===== src/rtl/cond_status_if.sv =====
// cond_status_if: bundles the ID-stage condition/status signals of cond_status_unit.
//   master : issue stage / EXE side; drives flag writeback, flush and the issue group
//            and observes check/stall/status/pending.
//   slave  : cond_status_unit.
// Handshake: an issue group is presented with issue_valid; stall acts as an active-low
// ready. The group is accepted in a cycle where stall=0 and flush=0, and it must be
// held stable by the upstream stage while stall=1.
interface cond_status_if #(
  parameter int LANES      = 1,
  parameter int PIPE_DEPTH = 2,
  parameter int CW         = $clog2(LANES*PIPE_DEPTH+1)
);
  logic                 flag_wr_en;
  logic [3:0]           flag_in;
  logic                 flush;
  logic [LANES-1:0]     issue_valid;
  logic [4*LANES-1:0]   issue_cond;
  logic [LANES-1:0]     issue_sets_flags;
  logic [LANES-1:0]     check;
  logic                 stall;
  logic [3:0]           status;
  logic [CW-1:0]        pending;

  modport master (
    output flag_wr_en, flag_in, flush, issue_valid, issue_cond, issue_sets_flags,
    input  check, stall, status, pending
  );

  modport slave (
    input  flag_wr_en, flag_in, flush, issue_valid, issue_cond, issue_sets_flags,
    output check, stall, status, pending
  );
endinterface


===== src/rtl/cond_status_unit.sv =====
// cond_status_unit: holds the NZCV status register, evaluates the condition field of
// up to LANES instructions per cycle (lane 0 oldest) and stalls a group that would
// read stale flags while flag-setters are still in flight.
// Ports:
//   clk  : clock, all state on the rising edge
//   rst  : synchronous active-high reset
//   bus  : cond_status_if.slave (flag writeback, flush, issue group, check/stall/
//          status/pending)
// Optional feature: define COND_NV_EN to make cond 1111 "never" (evaluates 0 and
// needs flags); otherwise 1111 behaves exactly like 1110 (always).
module cond_status_unit #(
  parameter int LANES      = 1,
  parameter int PIPE_DEPTH = 2,
  parameter int CW         = $clog2(LANES*PIPE_DEPTH+1)
) (
  input logic          clk,
  input logic          rst,
  cond_status_if.slave bus
);
  localparam int          MAX_PEND = LANES*PIPE_DEPTH;
  localparam logic [CW:0] MAX_W    = (CW+1)'(MAX_PEND);

  logic [3:0]       status_q, status_d;
  logic [CW-1:0]    pending_q, pending_d;

  logic [3:0]       eff;
  logic [CW-1:0]    pend_eff;
  logic [CW:0]      accepted;
  logic [CW:0]      sum;
  logic [LANES-1:0] check_c;
  logic             stall_raw;
  logic             stall_c;
  logic             older_setter;
  logic             needs_flags;
  logic [3:0]       cond_i;

  function automatic logic cond_eval(input logic [3:0] code, input logic [3:0] f);
    logic n, z, c, v;
    n = f[3];
    z = f[2];
    c = f[1];
    v = f[0];
    case (code)
      4'h0:    cond_eval = z;
      4'h1:    cond_eval = ~z;
      4'h2:    cond_eval = c;
      4'h3:    cond_eval = ~c;
      4'h4:    cond_eval = n;
      4'h5:    cond_eval = ~n;
      4'h6:    cond_eval = v;
      4'h7:    cond_eval = ~v;
      4'h8:    cond_eval = c & ~z;
      4'h9:    cond_eval = ~c | z;
      4'ha:    cond_eval = (n == v);
      4'hb:    cond_eval = (n != v);
      4'hc:    cond_eval = ~z & (n == v);
      4'hd:    cond_eval = z | (n != v);
      4'he:    cond_eval = 1'b1;
`ifdef COND_NV_EN
      default: cond_eval = 1'b0;
`else
      default: cond_eval = 1'b1;
`endif
    endcase
  endfunction

  always_comb begin
    // Same-cycle EXE writeback is bypassed so a dependent lane need not wait for it.
    eff          = bus.flag_wr_en ? bus.flag_in : status_q;
    // A writeback retires one in-flight setter; a spurious write (counter 0) retires none.
    pend_eff     = pending_q - CW'(bus.flag_wr_en && (pending_q != '0));
    check_c      = '0;
    stall_raw    = 1'b0;
    older_setter = 1'b0;
    accepted     = '0;
    needs_flags  = 1'b0;
    cond_i       = 4'h0;
    for (int i = 0; i < LANES; i++) begin
      cond_i      = bus.issue_cond[4*i +: 4];
      check_c[i]  = bus.issue_valid[i] & cond_eval(cond_i, eff);
`ifdef COND_NV_EN
      needs_flags = bus.issue_valid[i] && (cond_i != 4'he);
`else
      needs_flags = bus.issue_valid[i] && (cond_i != 4'he) && (cond_i != 4'hf);
`endif
      // An older setter in the same group has not produced its flags yet.
      stall_raw    = stall_raw | (needs_flags && ((pend_eff != '0) || older_setter));
      older_setter = older_setter | (bus.issue_valid[i] & bus.issue_sets_flags[i]);
      accepted     = accepted + (CW+1)'(bus.issue_valid[i] & bus.issue_sets_flags[i]);
    end
    stall_c = stall_raw & ~bus.flush;
    sum     = {1'b0, pend_eff} + ((stall_c || bus.flush) ? '0 : accepted);
    if (bus.flush) begin
      pending_d = '0;
    end else if (sum > MAX_W) begin
      pending_d = MAX_W[CW-1:0];
    end else begin
      pending_d = sum[CW-1:0];
    end
    // Writeback lands even in a flush cycle: the writing instruction is older than the flush.
    status_d = bus.flag_wr_en ? bus.flag_in : status_q;
  end

  always_ff @(posedge clk) begin
    if (rst) begin
      status_q  <= 4'b0000;
      pending_q <= '0;
    end else begin
      status_q  <= status_d;
      pending_q <= pending_d;
    end
  end

  assign bus.check   = check_c;
  assign bus.stall   = stall_c;
  assign bus.status  = status_q;
  assign bus.pending = pending_q;
endmodule


===== src/flat_wrapper.sv =====
// flat-port wrapper written by rule: the top's interface ports become plain ports
module cond_status_unit_flat 
#(
  parameter int LANES      = 1,
  parameter int PIPE_DEPTH = 2,
  parameter int CW         = $clog2(LANES*PIPE_DEPTH+1)
)
  (clk, rst, bus_flag_wr_en, bus_flag_in, bus_flush, bus_issue_valid, bus_issue_cond, bus_issue_sets_flags, bus_check, bus_stall, bus_status, bus_pending);
  cond_status_if #(.LANES(LANES), .PIPE_DEPTH(PIPE_DEPTH), .CW(CW)) bus_i ();
  input logic clk;
  input logic rst;
  input wire logic [$bits(bus_i.flag_wr_en)-1:0] bus_flag_wr_en;
  input wire logic [$bits(bus_i.flag_in)-1:0] bus_flag_in;
  input wire logic [$bits(bus_i.flush)-1:0] bus_flush;
  input wire logic [$bits(bus_i.issue_valid)-1:0] bus_issue_valid;
  input wire logic [$bits(bus_i.issue_cond)-1:0] bus_issue_cond;
  input wire logic [$bits(bus_i.issue_sets_flags)-1:0] bus_issue_sets_flags;
  output wire logic [$bits(bus_i.check)-1:0] bus_check;
  output wire logic [$bits(bus_i.stall)-1:0] bus_stall;
  output wire logic [$bits(bus_i.status)-1:0] bus_status;
  output wire logic [$bits(bus_i.pending)-1:0] bus_pending;
  assign bus_i.flag_wr_en = bus_flag_wr_en;
  assign bus_i.flag_in = bus_flag_in;
  assign bus_i.flush = bus_flush;
  assign bus_i.issue_valid = bus_issue_valid;
  assign bus_i.issue_cond = bus_issue_cond;
  assign bus_i.issue_sets_flags = bus_issue_sets_flags;
  assign bus_check = bus_i.check;
  assign bus_stall = bus_i.stall;
  assign bus_status = bus_i.status;
  assign bus_pending = bus_i.pending;
  cond_status_unit #(.LANES(LANES), .PIPE_DEPTH(PIPE_DEPTH), .CW(CW)) u_core (.clk(clk), .rst(rst), .bus(bus_i));
endmodule

===== config.mk =====
export PLATFORM = sky130hd
export DESIGN_NAME = cond_status_unit_flat
export DESIGN_NICKNAME = d
export VERILOG_FILES = /design/src/rtl/cond_status_if.sv /design/src/rtl/cond_status_unit.sv /design/src/flat_wrapper.sv
export SDC_FILE = /design/constraint.sdc
export NUM_CORES = 1
export LEC_CHECK = 0
export BUFFER_PORTS_ARGS = -buffer_cell sky130_fd_sc_hd__buf_2
export CAP_MARGIN = 20
export CORE_MARGIN = 5
export CORE_UTILIZATION = 25
export CTS_CLUSTER_DIAMETER = 30
export DETAILED_ROUTE_END_ITERATION = 12
export SETUP_SLACK_MARGIN = 0.3
export SKIP_CTS_REPAIR_TIMING = 1
export SYNTH_ARGS = -nofsm -noshare
export SYNTH_HDL_FRONTEND = slang
export SYNTH_SLANG_ARGS = --single-unit
export TNS_END_PERCENT = 10

===== constraint.sdc =====
create_clock -name clk -period 2.5 [get_ports clk]
set_clock_uncertainty 0.2 [all_clocks]
set_input_delay 0.125 -clock clk [delete_from_list [all_inputs] [get_ports clk]]
set_output_delay 0.125 -clock clk [all_outputs]
set_load 0.02 [all_outputs]

After elaboration in Yosys (flattened, before gate mapping)
Index checks and enable logic that the tools add are counted.
{"block": "totals", "word_cells": 49, "inputBits": 14, "reg_bits": 6, "out_inout_bits": 8}
{"block": "classes", "bitwise": 12, "n_lt_le_gt_ge": 1, "addsub": 2, "eq_ne": 17, "n_reduce_logical": 10, "n_mux": 4}
{"cell": "$eq A4 B4 Y1 const B", "count": 6}
{"cell": "$eq A4 B3 Y1 const B", "count": 4}
{"cell": "$pmux W1 S14", "count": 1}
{"cell": "$eq A4 B2 Y1 const B", "count": 2}
{"cell": "$ne A4 B4 Y1 const B", "count": 2}
{"cell": "$and A1 B1 Y1", "count": 5}
{"cell": "$not A1 Y1", "count": 5}
{"cell": "$eq A4 B1 Y1 const B", "count": 1}
{"cell": "$logic_and A1 B1 Y1", "count": 4}
{"cell": "$logic_not A4 Y1", "count": 1}
{"cell": "$mux W4", "count": 1}
{"cell": "$reduce_bool A2 Y1", "count": 2}
{"cell": "$add A2 B3 Y3", "count": 1}
{"cell": "$gt A3 B2 Y1 const B", "count": 1}
{"cell": "$mux W3", "count": 1}
{"cell": "$reduce_or A3 Y1", "count": 1}
{"cell": "$mux W2", "count": 1}
{"cell": "$or A1 B1 Y1", "count": 2}
{"cell": "$reduce_or A2 Y1", "count": 1}
{"cell": "$sub A2 B1 Y2", "count": 1}
{"cell": "$eq A1 B1 Y1", "count": 1}
{"cell": "$logic_or A1 B1 Y1", "count": 1}
{"cell": "$ne A1 B1 Y1", "count": 1}

Logic depth before layout (Yosys ltp)
Gate-level depths: netlist of the first run.
{"block": "depth", "depth_word": 11, "ltp_mapped": 11, "depth_no_buf": 10}

Least setup slack after synthesis of the first run
No wires, ideal clock.
{"block": "synth_path", "path_type": "register to register", "startpoint": "register u_core.pending_q[1], in the netlist u_core.bus.pending[1]", "endpoint": "register u_core.pending_q[1], in the netlist u_core.bus.pending[1]", "arrival_ps": 1843, "n_path_buf": 0, "path_stages_with_launch": 10, "path_slack_ps": 372, "cell_sequence": "dfxtp_1 -> o21a_1 -> ha_1 -> inv_1 -> o211ai_1 -> and4b_1 -> ha_1 -> ha_1 -> inv_1 -> a211oi_1"}
{"block": "synth_via", "elab_chain_cells": 11}
{"element": "start: declaration", "line_no": "cond_status_unit.sv:24", "source": "logic [CW-1:0] pending_q, pending_d;"}
{"element": "start signal: assignment", "line_no": "cond_status_unit.sv:110", "source": "pending_q <= pending_d;"}
{"element": "$reduce_bool A2 Y1", "line_no": "cond_status_unit.sv:71", "source": "pend_eff = pending_q - CW'(bus.flag_wr_en && (pending_q != '0));"}
{"element": "$logic_and A1 B1 Y1", "line_no": "cond_status_unit.sv:71"}
{"element": "$sub A2 B1 Y2 (*)", "line_no": "cond_status_unit.sv:71"}
{"element": "$reduce_bool A2 Y1", "line_no": "cond_status_unit.sv:87", "source": "stall_raw = stall_raw | (needs_flags && ((pend_eff != '0) || older_setter));"}
{"element": "$logic_and A1 B1 Y1", "line_no": "cond_status_unit.sv:87"}
{"element": "$and A1 B1 Y1", "line_no": "cond_status_unit.sv:91", "source": "stall_c = stall_raw & ~bus.flush;"}
{"element": "$logic_or A1 B1 Y1", "line_no": "cond_status_unit.sv:92", "source": "sum = {1'b0, pend_eff} + ((stall_c || bus.flush) ? '0 : accepted);"}
{"element": "$mux W3", "line_no": "cond_status_unit.sv:92"}
{"element": "$add A2 B3 Y3 (*)", "line_no": "cond_status_unit.sv:92"}
{"element": "$gt A3 B2 Y1", "line_no": "cond_status_unit.sv:95", "source": "end else if (sum > MAX_W) begin"}
{"element": "$mux W2 (*)", "line_no": "cond_status_unit.sv:95"}
Mark *: on every way between the ends. The rest lies on a longest branch, timed or not.
A chain may end at the register's enable or synchronous reset.

Worst setup path after layout of the first run
{"block": "layout_path", "startpoint": "register u_core.status_q[3], in the netlist u_core.bus.status[3]", "endpoint": "output port bus_check"}
{"block": "layout_via", "elab_chain_cells": 5}
{"element": "start: declaration", "line_no": "cond_status_unit.sv:23", "source": "logic [3:0] status_q, status_d;"}
{"element": "start signal: assignment", "line_no": "cond_status_unit.sv:109", "source": "status_q <= status_d;"}
{"element": "$mux W4 (*)"}
{"element": "$ne A1 B1 Y1 / $eq A1 B1 Y1 (equally long branches)"}
{"element": "$or A1 B1 Y1 / $and A1 B1 Y1 (equally long branches)", "line_no": "cond_status_unit.sv:57, cond_status_unit.sv:56"}
{"element": "$pmux W1 S14 (*)", "line_no": "cond_status_unit.sv:43", "source": "case (code)"}
{"element": "$and A1 B1 Y1 (*)", "line_no": "cond_status_unit.sv:80", "source": "check_c[i] = bus.issue_valid[i] & cond_eval(cond_i, eff);"}
{"element": "end: declaration", "line_no": "flat_wrapper.sv:18", "source": "output wire logic [$bits(bus_i.check)-1:0] bus_check;"}
Marks and branches as above.

==> flow_metrics.py, run 1 <==
metrics = {
    "run_status": {
        "outcome": "complete, but fails checks",
        "violations": "negative hold slack",
    },
    "setup_path": {
        "cp.required_ps": 2170,
        "arrival_ps": 1850,
        "r2r-end": "u_core.bus.pending[1]$_SDFF_PP0_",
        "startpoint": "u_core.bus.status[3]$_SDFF_PP0_",
        "endpoint": "bus_check",
        "crit_type": "reg -> out",
        "reg2reg_depth": 9,
        "cp-end-kind": "output port",
        "timing.rr.start": "u_core.bus.pending[0]$_SDFF_PP0_",
        "rrSetupSlack_ps": 350,
        "critPathMaxFanout": 4,
        "startpoint_type": "register",
    },
    "timing": {
        "whs_ps": -15.2,
        "period_share_pct": 86.8,
        "worstMarginPinSlew_ps": 260,
        "setup_viol": 0,
        "tns_ps": 0,
        "slew-limit-headroom_pct": 82.5,
        "finalHoldViolations": 2,
        "slew_violations": 0,
        "period_needed_ps": 2170,
        "max_clock_freq_mhz": 461,
        "rsz0062_at_grt": "yes",
    },
    "drt": {
        "drtIter0Drc": 1,
        "wire_per_inst_um": 10.5,
        "ant_nets": 0,
        "firstDrtPassIters": 2,
        "drc": 0,
        "viasPerCell": 4.51,
        "vias": 478,
        "wirelength_mm": 1.11,
    },
    "cells_and_area": {
        "num_antenna_cells": 0,
        "drive_gt1_share_pct": 38.0,
        "regArea_sq_um": 125,
        "instances_no_fill": 106,
        "multi_input_comb_area_sq_um": 347,
        "fin_nets": 99,
        "fin_util_pct": 36.0,
        "fillers": 225,
        "syn2layout_area_growth_pct": 38.1,
    },
    "floorplanning": {
        "die_h_um": 55.0,
        "die_area_sq_mm": 0.00302,
        "core_area_sq_mm": 0.00194,
        "initial_core_util_pct": 26.0,
        "ios": 22,
        "dieWidth_um": 55.0,
        "rows": 16,
    },
    "placement": {
        "dp.cells": 99,
        "io_buffers": 21,
        "post-dp-hpwl_um": 960,
        "gp_congestion": 0.763,
    },
    "synthesis": {
        "synth_top_family_by_area": "multiplexers",
        "yosysTopAreaCell": "dfxtp_1",
        "syn-num-nets": 71,
        "avgSynthCellArea_sq_um": 9.54,
        "ys.warnings.count": 0,
        "synth_area_leaders": "dfxtp_1 (24%), mux2i_1 (14%), mux4_1 (10%)",
        "yosysTopAreaCellShare_pct": 23.8,
        "synthSimpleGateAreaFrac_pct": 16.8,
        "synth_cells": 53,
        "synth-compound-area-share_pct": 9.16,
        "synth-xor-area-share_pct": 6.93,
        "netlist_area_sq_um": 505,
        "synth_mux_area_share_pct": 26.5,
        "ys_types": 22,
        "synth_seq_area_share_pct": 23.8,
        "synth-adder-area-share_pct": 9.90,
        "synth_seq_cells": 6,
    },
    "global_route": {
        "busiest_layer": "met2",
        "overflow": 0,
        "grt_pass1_wl_mm": 1.75,
        "use_met1_pct": 7.46,
        "gr-usage-all-layers_pct": 8.20,
        "met2_usage_pct": 15.0,
        "grt_pass1_vias": 462,
        "grt_start_max_net_pins": 9,
        "use_met3_pct": 2.68,
        "grt_antenna_before_repair": 0,
    },
    "job": {
        "cap_viol_max_count": 0,
    },
    "clock_tree": {
        "cts_sinks": 6,
        "htree_levels": 1,
        "cts_root_buf": "clkbuf_4",
        "clock_path_buffers": 2,
        "cts_buffers": 3,
        "clock_latency_ps": 230,
        "cts_tree": "yes",
        "clk_pin_slew_ps": 40,
    },
    "power_and_ir_drop": {
        "p_per_area_mw_per_mm2": 422,
        "peakVddDrop_v": 0.000136,
        "p_leak_nw": 0.347,
    },
    "worst_hold_path": {
        "hold_class": "in -> reg",
    },
}
cell type report:
class / instances / area share (%)
inverter: 5 / 2.69
tap: 27 / 4.84
clock buffer: 3 / 3.23
multi-input combinational: 40 / 49.6
sequential: 6 / 17.9
timing repair buffer: 25 / 21.7
how the worst min path moves through the flow:
stage | startpoint | endpoint | slack [ps] | depth (start not counted)
2_1_floorplan | rst | u_core.bus.status[0]$_SDFF_PP0_ | -3 | 1
3_3_place_gp | bus_flush | u_core.bus.pending[1]$_SDFF_PP0_ | 140 | 2
3_5_place_dp | bus_flush | u_core.bus.pending[0]$_SDFF_PP0_ | 150 | 2
4_1_cts | bus_flush | u_core.bus.pending[0]$_SDFF_PP0_ | -110 | 2
5_1_grt | bus_flag_in[2] | u_core.bus.status[2]$_SDFF_PP0_ | 20 | 3
6_report | bus_flag_in[3] | u_core.bus.status[3]$_SDFF_PP0_ | -20 | 3
per-stage QoR:
stage / instance area [sq um] / setup slack (ps) / power [mW]
after floorplan: 505 / 372 / 0.176
after global placement: 628 / 382 / 0.206
after detailed placement: 628 / 346 / 0.207
after CTS: 651 / 293 / 0.293
after global routing: 698 / 191 / 0.324
final: 698 / 330 / 0.294
synthesized netlist by cell type:
master    n
mux2i_1   7
dfxtp_1   6
nor2_1    6
inv_1     5
ha_1      4
nand2_1   4
o211ai_1  3
mux4_1    2
xnor2_1   2
xor2_1    2
a211oi_1  1
and3_2    1
and4b_1   1
and4b_2   1
buf_2     1
buf_6     1
mux2_2    1
nand3_1   1
nor3_1    1
nor4b_1   1
o21a_1    1
o31a_1    1
state kept, by name, summed over array words and instances (netlist names):
register            flops
u_core.bus.pending      2
u_core.bus.status       4
critical path, cell delays in order (launching register included):
cell and delay, ps:
dfxtp_4 340, mux4_2 440, mux2i_1 160, xor2_1 160, o211ai_1 110, o31a_1 260
buf_6 130
per-layer routing:
| metal | vias up | share of wire, % |
|---|---|---|
| met5 | - | 0 |
| met4 | 0 | 0 |
| met3 | 0 | 6.0 |
| met2 | 8 | 55 |
| met1 | 225 | 38 |
| li1 | 245 | - |
power by group:
| part | internal (mW) | switching, mW | total [mW] |
|---|---|---|---|
| Clock | 0.0539 | 0.0287 | 0.0826 |
| Combinational | 0.0512 | 0.0524 | 0.104 |
| Sequential | 0.102 | 0.00576 | 0.108 |
| Total | 0.208 | 0.0869 | 0.294 |
placed cells by master (no fill, tap or decap):
cell           instances
dfxtp_2                1
clkbuf_4               3
and4b_1                1
ha_1                   4
nor2_1                 6
o211ai_1               3
and4b_2                1
mux4_1                 1
buf_6                  1
buf_2                 20
and3_2                 1
nand3_1                1
dlygate4sd3_1          4
mux2_2                 1
mux2i_1                7
dfxtp_1                4
inv_1                  5
nor3_1                 1
xnor2_1                2
mux4_2                 1
o31a_1                 1
nor4b_1                1
dfxtp_4                1
nand2_1                4
o21a_1                 1
a211oi_1               1
xor2_1                 2
kinds of logic (layout without fill, tap and decap cells):
family                     after synthesis  after routing
AOI/OAI and AO/OA                        6              6
xor gates and xnor gates                 4              4
muxes                                   10             10
DFF                                      6              6
adders and majority gates                4              4
and+or+nand+nor                         16             16
buffers and inverters                    7             33
Power figures use the tool's default switching activity.
==> run 2, diff against run 1 <==
--- a/config.mk
+++ b/config.mk
@@ -11,6 +11,7 @@
 export CORE_UTILIZATION = 25
 export CTS_CLUSTER_DIAMETER = 30
 export DETAILED_ROUTE_END_ITERATION = 12
+export PLACE_DENSITY = 0.58
 export SETUP_SLACK_MARGIN = 0.3
 export SKIP_CTS_REPAIR_TIMING = 1
 export SYNTH_ARGS = -nofsm -noshare
==> flow_metrics.py, run 2 (synthesis results as in run 1) <==
metrics = {
    "drt": {
        "drc": 0,
        "viasPerCell": 4.46,
        "ant_nets": 0,
        "wirelength_mm": 1.15,
        "firstDrtPassIters": 3,
        "wire_per_inst_um": 11.0,
        "vias": 464,
        "drtIter0Drc": 8,
    },
    "clock_tree": {
        "clk_pin_slew_ps": 40,
        "cts_tree": "yes",
        "htree_levels": 1,
        "cts_sinks": 6,
        "cts_buffers": 3,
        "clock_path_buffers": 2,
        "cts_root_buf": "clkbuf_4",
        "clock_latency_ps": 240,
    },
    "placement": {
        "gp_congestion": 0.665,
        "io_buffers": 21,
        "post-dp-hpwl_um": 951,
    },
    "global_route": {
        "grt_pass1_wl_mm": 1.81,
        "grt_pass1_vias": 436,
        "overflow": 0,
        "gr-usage-all-layers_pct": 8.27,
        "grt_antenna_before_repair": 0,
        "grt_start_max_net_pins": 9,
    },
    "timing": {
        "period_needed_ps": 2170,
        "rsz0062_at_grt": "yes",
        "slew_violations": 0,
        "whs_ps": -28.1,
        "slew-limit-headroom_pct": 81.9,
        "tns_ps": 0,
        "max_clock_freq_mhz": 461,
        "period_share_pct": 86.8,
        "worstMarginPinSlew_ps": 268,
        "finalHoldViolations": 4,
        "setup_viol": 0,
    },
    "cells_and_area": {
        "fillers": 218,
        "drive_gt1_share_pct": 39.0,
        "fin_util_pct": 34.6,
        "final_cell_mix": "buf_2 (20), mux2i_1 (7), nor2_1 (6)",
        "syn2layout_area_growth_pct": 32.9,
        "num_antenna_cells": 0,
        "fin_nets": 97,
        "largest_reg_flops": 4,
        "final_common_cell": "buf_2",
    },
    "floorplanning": {
        "rows": 16,
        "ios": 22,
        "die_area_sq_mm": 0.00302,
        "die_h_um": 55.0,
        "dieWidth_um": 55.0,
        "core_area_sq_mm": 0.00194,
        "initial_core_util_pct": 26.0,
    },
    "power_and_ir_drop": {
        "p_per_area_mw_per_mm2": 437,
        "p_leak_nw": 0.337,
        "peakVddDrop_v": 0.000154,
    },
    "setup_path": {
        "critPathMaxFanout": 4,
        "rrSetupSlack_ps": 370,
        "startpoint": "u_core.bus.status[0]$_SDFF_PP0_",
        "arrival_ps": 1840,
        "reg2reg_depth": 9,
        "timing.rr.start": "u_core.bus.pending[1]$_SDFF_PP0_",
        "cp-end-kind": "output port",
        "startpoint_type": "register",
        "crit_type": "reg -> out",
        "cp.required_ps": 2170,
        "r2r-end": "u_core.bus.pending[1]$_SDFF_PP0_",
    },
    "worst_hold_path": {
        "whs_endpoint": "u_core.bus.status[3]$_SDFF_PP0_",
        "hold_class": "in -> reg",
        "hold_depth": 3,
        "hold_start": "bus_flag_in[3]",
    },
    "run_status": {
        "outcome": "complete, but fails checks",
        "violations": "negative hold slack",
    },
    "job": {
        "cap_viol_max_count": 0,
    },
}
[run 2: cell types whose count changed in the layout (fill, tap and decap cells not counted)]
cell,change
dfxtp_2,+1
buf_6,-1
dlygate4sd3_1,-2
buf_4,+1
dfxtp_4,-1
[run 2: where the power goes]
part	internal (mW)	leakage, nW	switching, mW
combinational	0.0481	0.274	0.0519
clock	0.0540	0.0138	0.0312
sequential	0.103	0.0500	0.00575
[run 2: worst max-delay path, stage by stage, from the launching register on]
cell and delay, ps:
dfxtp_2 330, mux4_2 450, mux2i_1 170, xor2_1 150, o211ai_1 110, o31a_1 240, buf_4 160
[run 2: how the worst max path moves through the flow]
| stage | endpoint | slack (ps) |
|---|---|---|
| after global placement | u_core.bus.pending[1]$_SDFF_PP0_ | 390 |
| after floorplan | u_core.bus.pending[1]$_SDFF_PP0_ | 370 |
| after CTS | bus_check | 300 |
| after global routing | bus_check | 190 |
| final | bus_check | 330 |
| after detailed placement | u_core.bus.pending[1]$_SDFF_PP0_ | 360 |
[run 2: layout make-up]
| type | instances | area (sq um) | share of cell area [%] |
|---|---|---|---|
| Multi-Input combinational cell | 40 | 347 | 51.6 |
| Timing Repair Buffer | 23 | 128 | 19.0 |
| Sequential cell | 6 | 123 | 18.2 |
| Tap cell | 27 | 33.8 | 5.03 |
| Inverter | 5 | 18.8 | 2.79 |
| Clock buffer | 3 | 22.5 | 3.35 |
[run 2: per-stage QoR]
step | setup WS, ps | hold slack [ps] | std cells | cell area [sq um] | power (mW)
floorplan | 372 | -2.62 | 53 | 505 | 0.176
global placement | 387 | 142 | 99 | 628 | 0.206
detailed placement | 364 | 150 | 99 | 628 | 0.207
CTS | 297 | -107 | 102 | 651 | 0.296
global route | 195 | 2.36 | 104 | 672 | 0.317
finish | 331 | -28.1 | 104 | 672 | 0.294
[run 2: per-layer routing]
metal  global-route usage (%)  wire [um]  vias to the layer above
met1                     11.3        524                      210
met4                     3.64          0                        0
met2                     12.2        536                       13
met3                     2.14         87                        0
li1                         -          -                      241
met5                        0          0                        -
